`src/rtl/lcd_pkg.sv`:
```
// Shared definitions for the LCD command sequencer: command codes, FSM states
// and FIFO geometry.
// Ports: none (package).
package lcd_pkg;

  // Command FIFO geometry
  localparam int FIFO_DEPTH = 8;
  localparam int FIFO_AW    = 3;

  // Host command codes; 12..15 are not defined and get dropped
  localparam logic [3:0] CMD_WRITE = 4'd0;
  localparam logic [3:0] CMD_UP    = 4'd1;
  localparam logic [3:0] CMD_DOWN  = 4'd2;
  localparam logic [3:0] CMD_LEFT  = 4'd3;
  localparam logic [3:0] CMD_RIGHT = 4'd4;
  localparam logic [3:0] CMD_MAX   = 4'd5;
  localparam logic [3:0] CMD_MIN   = 4'd6;
  localparam logic [3:0] CMD_AVG   = 4'd7;
  localparam logic [3:0] CMD_CCW   = 4'd8;
  localparam logic [3:0] CMD_CW    = 4'd9;
  localparam logic [3:0] CMD_MIRX  = 4'd10;
  localparam logic [3:0] CMD_MIRY  = 4'd11;

  typedef enum logic [2:0] {
    IDLE   = 3'd0,
    ISSUE  = 3'd1,
    ACK    = 3'd2,
    FLUSH  = 3'd3,
    FINISH = 3'd4
  } state_t;

  // Codes above MIRY have no meaning for the LCD controller
  function automatic logic cmd_is_illegal(input logic [3:0] cmd);
    return cmd > CMD_MIRY;
  endfunction

endpackage

```
`src/rtl/lcd_cmd_fifo.sv`:
```
// Synchronous 8-deep, 4-bit command FIFO with occupancy output.
// Ports: clk/reset; push + push_data write side; pop + pop_data (head, combinational)
//        read side; level (0..8), empty, full status.
module lcd_cmd_fifo
  import lcd_pkg::*;
(
  input  logic       clk,
  input  logic       reset,
  input  logic       push,
  input  logic [3:0] push_data,
  input  logic       pop,
  output logic [3:0] pop_data,
  output logic [3:0] level,
  output logic       empty,
  output logic       full
);

  logic [3:0]         mem [FIFO_DEPTH];
  logic [FIFO_AW-1:0] wr_ptr;
  logic [FIFO_AW-1:0] rd_ptr;
  logic               do_push;
  logic               do_pop;

  assign empty    = (level == 4'd0);
  assign full     = (level == 4'(FIFO_DEPTH));
  assign pop_data = mem[rd_ptr];

  // A push into a full FIFO is still safe when the head leaves in the same cycle
  assign do_pop  = pop && !empty;
  assign do_push = push && (!full || do_pop);

  // Pointers are exactly FIFO_AW bits wide, so increment wraps modulo depth
  always_ff @(posedge clk or posedge reset) begin
    if (reset) begin
      wr_ptr <= '0;
      rd_ptr <= '0;
      level  <= 4'd0;
    end else begin
      if (do_push) wr_ptr <= wr_ptr + 1'b1;
      if (do_pop)  rd_ptr <= rd_ptr + 1'b1;
      case ({do_push, do_pop})
        2'b10:   level <= level + 4'd1;
        2'b01:   level <= level - 4'd1;
        default: level <= level;
      endcase
    end
  end

  // Storage needs no reset; only entries between the pointers are ever read
  always_ff @(posedge clk) begin
    if (do_push) mem[wr_ptr] <= push_data;
  end

endmodule

```
`src/rtl/lcd_cmd_seq.sv`:
```
// Buffers host commands and issues them one at a time to the LCD controller,
// honouring its busy handshake; a WRITE command flushes and ends the sequence.
// Ports: clk/reset (async, active-high); host_cmd/host_valid/host_ready host side;
//        lcd_cmd/lcd_cmd_valid/lcd_busy/lcd_done controller side; seq_done (sticky),
//        err_illegal (pulse), fifo_level status. Optional output timeout exists
//        only when LCD_CMD_SEQ_TIMEOUT_EN is defined (8-bit ACK/FLUSH watchdog).
module lcd_cmd_seq
  import lcd_pkg::*;
(
  input  logic       clk,
  input  logic       reset,
  input  logic [3:0] host_cmd,
  input  logic       host_valid,
  output logic       host_ready,
  output logic [3:0] lcd_cmd,
  output logic       lcd_cmd_valid,
  input  logic       lcd_busy,
  input  logic       lcd_done,
  output logic       seq_done,
  output logic       err_illegal,
`ifdef LCD_CMD_SEQ_TIMEOUT_EN
  output logic       timeout,
`endif
  output logic [3:0] fifo_level
);

  state_t     state;
  logic       push;
  logic       pop;
  logic [3:0] head;
  logic       fifo_empty;
  logic       fifo_full;

  // Once finished, the host is refused so nothing more piles up behind WRITE
  assign host_ready = !fifo_full && (state != FINISH);
  assign push       = host_valid && host_ready;

  // Head is only taken while the controller is idle, so no issue can overlap busy
  assign pop = (state == IDLE) && !fifo_empty && !lcd_busy;

  lcd_cmd_fifo u_fifo (
    .clk       (clk),
    .reset     (reset),
    .push      (push),
    .push_data (host_cmd),
    .pop       (pop),
    .pop_data  (head),
    .level     (fifo_level),
    .empty     (fifo_empty),
    .full      (fifo_full)
  );

`ifdef LCD_CMD_SEQ_TIMEOUT_EN
  logic [7:0] wd_cnt;
  // The wait has lasted 255 cycles once this cycle's count would make 255
  logic       wd_expire;
  assign wd_expire = (wd_cnt == 8'd254);
`endif

  always_ff @(posedge clk or posedge reset) begin
    if (reset) begin
      state         <= IDLE;
      lcd_cmd       <= CMD_WRITE;
      lcd_cmd_valid <= 1'b0;
      seq_done      <= 1'b0;
      err_illegal   <= 1'b0;
`ifdef LCD_CMD_SEQ_TIMEOUT_EN
      wd_cnt        <= 8'd0;
      timeout       <= 1'b0;
`endif
    end else begin
      lcd_cmd_valid <= 1'b0;
      err_illegal   <= 1'b0;
`ifdef LCD_CMD_SEQ_TIMEOUT_EN
      // Counts waiting cycles; every state transition below clears it again
      wd_cnt <= (state == ACK || state == FLUSH) ? wd_cnt + 8'd1 : 8'd0;
`endif
      case (state)
        IDLE: begin
          if (pop) begin
            if (cmd_is_illegal(head)) begin
              err_illegal <= 1'b1;
            end else begin
              lcd_cmd       <= head;
              lcd_cmd_valid <= 1'b1;
              state         <= ISSUE;
            end
          end
        end
        ISSUE: begin
          state <= (lcd_cmd == CMD_WRITE) ? FLUSH : ACK;
        end
        ACK: begin
          // Always at least one cycle here, which spans the controller raising busy
          if (!lcd_busy) begin
            state <= IDLE;
`ifdef LCD_CMD_SEQ_TIMEOUT_EN
            wd_cnt <= 8'd0;
          end else if (wd_expire) begin
            state    <= FINISH;
            seq_done <= 1'b1;
            timeout  <= 1'b1;
            wd_cnt   <= 8'd0;
`endif
          end
        end
        FLUSH: begin
          if (lcd_done) begin
            state    <= FINISH;
            seq_done <= 1'b1;
`ifdef LCD_CMD_SEQ_TIMEOUT_EN
            wd_cnt   <= 8'd0;
          end else if (wd_expire) begin
            state    <= FINISH;
            seq_done <= 1'b1;
            timeout  <= 1'b1;
            wd_cnt   <= 8'd0;
`endif
          end
        end
        FINISH: begin
          // Terminal: anything left in the FIFO stays unissued
          seq_done <= 1'b1;
        end
        default: state <= IDLE;
      endcase
    end
  end

endmodule

```
`config.mk`:
```
export PLATFORM = sky130hd
export DESIGN_NAME = lcd_cmd_seq
export DESIGN_NICKNAME = d
export VERILOG_FILES = /design/src/rtl/lcd_pkg.sv /design/src/rtl/lcd_cmd_fifo.sv /design/src/rtl/lcd_cmd_seq.sv
export SDC_FILE = /design/constraint.sdc
export NUM_CORES = 1
export LEC_CHECK = 0
export ABC_CLOCK_PERIOD_IN_PS = 3080
export CORE_ASPECT_RATIO = 0.9
export CORE_MARGIN = 8
export CORE_UTILIZATION = 35
export DETAILED_ROUTE_END_ITERATION = 8
export HOLD_SLACK_MARGIN = 0.12
export MAX_ROUTING_LAYER = met4
export PLACE_DENSITY = 0.52
export SYNTH_ARGS = -nofsm -noshare
export SYNTH_HDL_FRONTEND = slang
export SYNTH_SLANG_ARGS = --single-unit
```
`constraint.sdc`:
```
create_clock -name clk -period 3.08 [get_ports clk]
set_input_delay 0.616 -clock clk [delete_from_list [all_inputs] [get_ports clk]]
set_output_delay 0.616 -clock clk [all_outputs]
set_load 0.1 [all_outputs]
```
## Yosys cells after proc, flatten, opt, wreduce, memory -nomap -nowiden

Memories as Yosys holds them, arrays and structs flattened.
Cells that the tools add are included.

| operators by class | value |
|---|---|
| add/subtract/negate cells | 4 |
| $lt $le $gt $ge | 1 |
| eq/ne operators | 12 |
| multiplexer cells | 17 |
| bitwise logic cells | 2 |
| reduce and logical (&&, ||, !) cells | 18 |

Operators with widths:

| operator | number |
|---|---|
| 3-bit case mux with 5 select lines | 1 |
| 3-bit two-way mux | 4 |
| 1-bit two-way mux | 10 |
| 4-bit zero test | 2 |
| 4-bit case mux with 2 select lines | 1 |
| 3-bit by 1-bit adder with 3-bit output (second input constant) | 2 |
| 3-bit by 2-bit equality test with 1-bit output (second input constant) | 2 |
| 1-bit logical AND | 6 |
| 2-bit != test (second input constant) | 3 |
| 5-bit AND reduction | 1 |
| 4-bit by 1-bit adder with 4-bit output (second input constant) | 1 |
| 4-bit equality test (second input constant) | 1 |
| 4-bit greater-than comparator (second input constant) | 1 |
| 2-bit nonzero test | 2 |
| 4-bit by 1-bit subtractor with 4-bit output (second input constant) | 1 |
| 3-bit by 1-bit equality test with 1-bit output (second input constant) | 1 |
| 3-bit equality test (second input constant) | 1 |
| 1-bit zero test | 3 |
| 3-bit zero test | 1 |
| 3-bit != test (second input constant) | 1 |
| 3-bit AND reduction | 1 |
| 2-bit by 1-bit equality test with 1-bit output (second input constant) | 1 |
| 2-bit equality test (second input constant) | 1 |
| 2-bit by 1-bit != test with 1-bit output (second input constant) | 1 |
| 4 further kinds | 5 |

| word-level totals | value |
|---|---|
| register bits after elaboration | 20 |
| bits in writable memories | 32 |
| input port bits | 9 |
| output and inout port bits | 12 |
| logic and storage cells | 63 |
| memories kept | 1 |

Memories:

| memory | words | width | rd ports | clocked after memory_dff | wr ports | RTL line | text |
|---|---|---|---|---|---|---|---|
| u_fifo.mem | 8 | 4 | 1 | 0 | 1 | lcd_cmd_fifo.sv:18 | `logic [3:0] mem [FIFO_DEPTH];` |

## Logic depth before layout (Yosys ltp)

| logic depth | value |
|---|---|
| depth in word-level cells | 9 |
| mapped depth | 11 |
| depth with buffers taken out | 10 |

## Hierarchy

Synthesis repeated with hierarchy kept, for this count alone.

| unflattened totals | value |
|---|---|
| cell total of the unflattened synthesis | 159 |
| area, all modules | 2327.2 um^2 |

By module, submodules not included:

| module | instances | cells an instance | area an instance (um^2) |
|---|---|---|---|
| lcd_cmd_fifo | 1 | 118 | 1878.1 |
| lcd_cmd_seq | 1 | 41 | 449.2 |

## Worst setup path before layout

Ideal clock, no wire load.

| timing | value |
|---|---|
| kind | register to register |
| start point | reg u_fifo.level[1] |
| end point | reg u_fifo.level[2] |
| setup time | 165 ps |
| arrival time | 4612 ps |
| path slack | -1697 ps |
| cell stages (with the launch flop) | 12 |
| path buffers | 1 |
| cell sequence | dfrtp_1 > clkbuf_1 > nor3_1 > a21oi_1 > nand2_1 > ha_1 > xor2_1 > ha_1 > a21oi_1 > xor2_1 > nor2_1 > xor2_1 |

RTL lines:

| element | RTL line | text |
|---|---|---|
| start, declared | lcd_cmd_fifo.sv:13 | `output logic [3:0] level,` |
| start signal, assigned | lcd_cmd_fifo.sv:42 | `2'b10: level <= level + 4'd1;` |
| start signal, assigned | lcd_cmd_fifo.sv:43 | `2'b01: level <= level - 4'd1;` |
| start signal, assigned | lcd_cmd_fifo.sv:44 | `default: level <= level;` |
| 4-bit equality test (*) | lcd_cmd_fifo.sv:25 | `assign full = (level == 4'(FIFO_DEPTH));` |
| 1-bit zero test (*) | lcd_cmd_seq.sv:35 | `assign host_ready = !fifo_full && (state != FINISH);` |
| 1-bit logical AND (*) | lcd_cmd_seq.sv:35 |  |
| named net host_ready | lcd_cmd_seq.sv:14 | `output logic host_ready,` |
| 1-bit logical AND (*) | lcd_cmd_seq.sv:36 | `assign push = host_valid && host_ready;` |
| 1-bit logical AND (*) | lcd_cmd_fifo.sv:30 | `assign do_push = push && (!full \|\| do_pop);` |
| 2-bit by 1-bit equality test with 1-bit output or 2-bit equality test (tied branches) | lcd_cmd_fifo.sv:41 | `case ({do_push, do_pop})` |
| 4-bit case mux with 2 select lines or 2-bit nonzero test (tied branches) | n/a |  |

Mark *: on every way through the listed nets, which the timed path passes. The rest lies on a longest branch.
A chain may end at the register's enable or synchronous reset.

## Final worst setup path

| timing | value |
|---|---|
| start point | in lcd_busy |
| end point | reg u_fifo.level[2] |

| on the way | value |
|---|---|
| longest elaborated chain between the ends | 7 |

RTL lines:

| element | RTL line | text |
|---|---|---|
| start, declared | lcd_cmd_seq.sv:17 | `input logic lcd_busy,` |
| 1-bit zero test (*) | n/a |  |
| 1-bit logical AND (*) | lcd_cmd_seq.sv:39 | `assign pop = (state == IDLE) && !fifo_empty && !lcd_busy;` |
| 1-bit logical AND (*) | lcd_cmd_fifo.sv:29 | `assign do_pop = pop && !empty;` |
| named net u_fifo.do_pop | lcd_cmd_fifo.sv:22 | `logic do_pop;` |
| 1-bit logical OR | lcd_cmd_fifo.sv:30 |  |
| 1-bit logical AND | lcd_cmd_fifo.sv:30 |  |
| 2-bit by 1-bit equality test with 1-bit output or 2-bit equality test (tied branches) | lcd_cmd_fifo.sv:41 |  |
| 4-bit case mux with 2 select lines or 2-bit nonzero test (tied branches) | n/a |  |

Marks and branches as above.

==> results.json <==
{
  "status": "finished, final reports clean",
  "num_vias": 1255,
  "port_buffers": 20,
  "rsz0062_at_grt": "false",
  "synthesis.area_um2": 2280,
  "core_um2": 6450,
  "worst_clock_skew_ns": 0.00807,
  "path_clk_slew_ns": 0.09,
  "antenna_found_initial": 0,
  "start_kind": "input port",
  "ioPinCount": 21,
  "worstPathRequired_ns": 3.26,
  "ys.flop_type": "edfxtp_1",
  "period_minus_slack_ns": 2.61,
  "initial_core_util": 0.354,
  "critical_path_class": "input port to flip-flop",
  "final_cells": 264,
  "hold_class": "flip-flop to flip-flop",
  "leakage_nw": 1.00,
  "antenna-diode-count": 0,
  "first_pass_iters": 4,
  "grt_pass1_vias": 1295,
  "synthCells": 148,
  "synth_commonest_cells": "32 x edfxtp_1, 20 x dfrtp_1, 10 x a21oi_1, 8 x mux2i_1, 7 x nor2_1",
  "fin_setup_tns_ns": 0,
  "htree_levels": 2,
  "ant_nets": 0,
  "numCtsBuffers": 5,
  "drive_gt1_frac": 0.218,
  "synth_top_area_frac": 0.421,
  "regArea_um2": 1470,
  "cp.arrival_ns": 2.79,
  "synth_cell_types": 35,
  "first_iter_violations": 73,
  "dieArea_um2": 9370,
  "postCtsSetupBuffers": 0,
  "rows": 28,
  "worst_setup_path_end_kind": "flip-flop",
  "clk_path_buf_depth": 2,
  "multi_input_area_um2": 787,
  "tightest_slew_ns": 0.789,
  "async_reset_ff_frac": 0.385,
  "slew_headroom": 0.474,
  "post_dp_cell_area_um2": 2570,
  "ys_ff_latch": 52,
  "grt_max_degree": 21,
  "path_max_fanout": 4,
  "cts_tree": "done",
  "drc_errors": 0,
  "clkLatencyLatePin_ns": 0.30,
  "max_freq_ghz": 0.384,
  "areaGrowthSynthToFinish_pct": 15.9,
  "synth_largest_area_cell": "edfxtp_1",
  "layout.nets": 187,
  "grt-ovfl-total": 0,
  "yosysMostFrequentCell": "edfxtp_1",
  "synthTopCellsByArea": "edfxtp_1 42%, dfrtp_1 22%, mux4_1 4.6%",
  "syn-num-nets": 162,
  "fp.dieW_um": 101,
  "period_share": 0.846,
  "syn_avg_cell_area_um2": 15.4,
  "hold-worst-slack_ns": 0.526,
  "clkSinkCount": 52,
  "setup_violations": 0,
  "critPathLaunch": "lcd_busy",
  "dp.cells": 256,
  "cts_resized": 0,
  "synth_edf_count": 32,
  "cts_hold_buf": 0,
  "ir_worst_vdd_mv": 0.169,
  "yosysWarningCount": 0,
  "wl_um": 4210,
  "via_per_inst": 4.75,
  "clockRootBuffer": "clkbuf_8",
  "avgRoutedWirePerCell_um": 15.9,
  "grt_pass1_wl_um": 7030,
  "gp_congestion": 0.763,
  "hold_viol": 0,
  "maxSlewViolCount": 0,
  "fillCellCount": 604,
  "hp-start": "state[2]",
  "synth.yosys.seq_area_share": 0.640,
  "rr_startpoint": "state[1]",
  "power.total_w": 0.00119,
  "fin_area_um2": 2650,
  "dieHeight_um": 92.7,
  "drv_cap": 0,
  "grt.total_usage": 0.100,
  "powerDensity_nw_per_um2": 450,
  "dp_hpwl_um": 3130,
  "rrSetupSlack_ns": 0.53
}
## state kept, by name (all words and copies together) (netlist names)
name / cells
lcd_cmd: 4
u_fifo.level: 4
u_fifo.rd_ptr: 3
seq_done: 1
u_fifo.wr_ptr: 3
lcd_cmd_valid: 1
err_illegal: 1
state: 3
u_fifo.mem: 32
## per-layer routing
metal,GRT usage,vias up,part of all wire
met5,-,-,0
met1,0.127,615,0.47
met3,0.0300,5,0.048
met4,0.0335,0,0.014
li1,-,612,-
met2,0.150,23,0.47
## stage by stage
stage / util / setup slack, ns
floorplan: - / 0.0166
global placement: 0.398 / 0.215
detailed placement: 0.398 / 0.184
CTS: 0.411 / 0.493
global route: 0.411 / 0.294
finish: 0.411 / 0.475
## layout by cell type (no fill, tap or decap), types with 2 or more instances in the layout
cell type / count
edfxtp_1: 32
dfrtp_1: 17
buf_4: 15
a21oi_1: 9
mux2i_1: 8
clkdlybuf4s50_1: 8
nor2_1: 7
nor3_1: 6
mux2_2: 5
nand2b_1: 5
xnor2_1: 5
ha_1: 5
clkbuf_8: 5
mux4_1: 4
xor2_1: 4
nand2_1: 4
nor4_1: 3
mux4_2: 2
mux2_4: 2
nor2b_1: 2
o21bai_1: 2
nand3_1: 2
a31oi_1: 2
clkbuf_1: 2
dfrtp_2: 2
## worst max-delay path: stages
cell and delay [ns]:
clkdlybuf4s50_1 0.43, or4_1 0.55, nor2_4 0.14, ha_1 0.26, xor2_1 0.10, ha_1 0.18, a21oi_1 0.14, xor2_1 0.16
nor2_1 0.06, xor2_1 0.14
## area by class of cell
class | count | share of cell area
Sequential cell | 52 | 0.554
Clock buffer | 7 | 0.0288
Inverter | 2 | 0.00283
Multi-Input combinational cell | 89 | 0.297
Timing Repair Buffer | 23 | 0.0727
Tap cell | 90 | 0.0425
Clock inverter | 1 | 0.00189
## cell families after synthesis
group / Yosys count / share of synthesized area
AOI/OAI and AO/OA: 18 / 0.0520
xor gates and xnor gates: 9 / 0.0345
adders and majority gates: 5 / 0.0274
buffers and inverters: 7 / 0.0219
DFF: 52 / 0.640
muxes: 21 / 0.139
and+or+nand+nor: 36 / 0.0860
## path summary, 6_finish.rpt
kind / end / depth (start not counted)
min in group asynchronous: lcd_cmd[0] / 2
hold / removal: state[1] / 1
setup / recovery: u_fifo.level[2] / 10
max in group asynchronous: u_fifo.level[1] / 2
hold reg to reg: state[1] / 1
setup reg to reg: u_fifo.level[2] / 10
## report_power, final
group	switching, W	leakage (nW)	internal, W
Combinational	0.0000442	0.418	0.0000247
Clock	0.000210	0.0422	0.000160
Sequential	0.00000825	0.545	0.000745
Note: power is estimated with default switching activity, not from simulation.
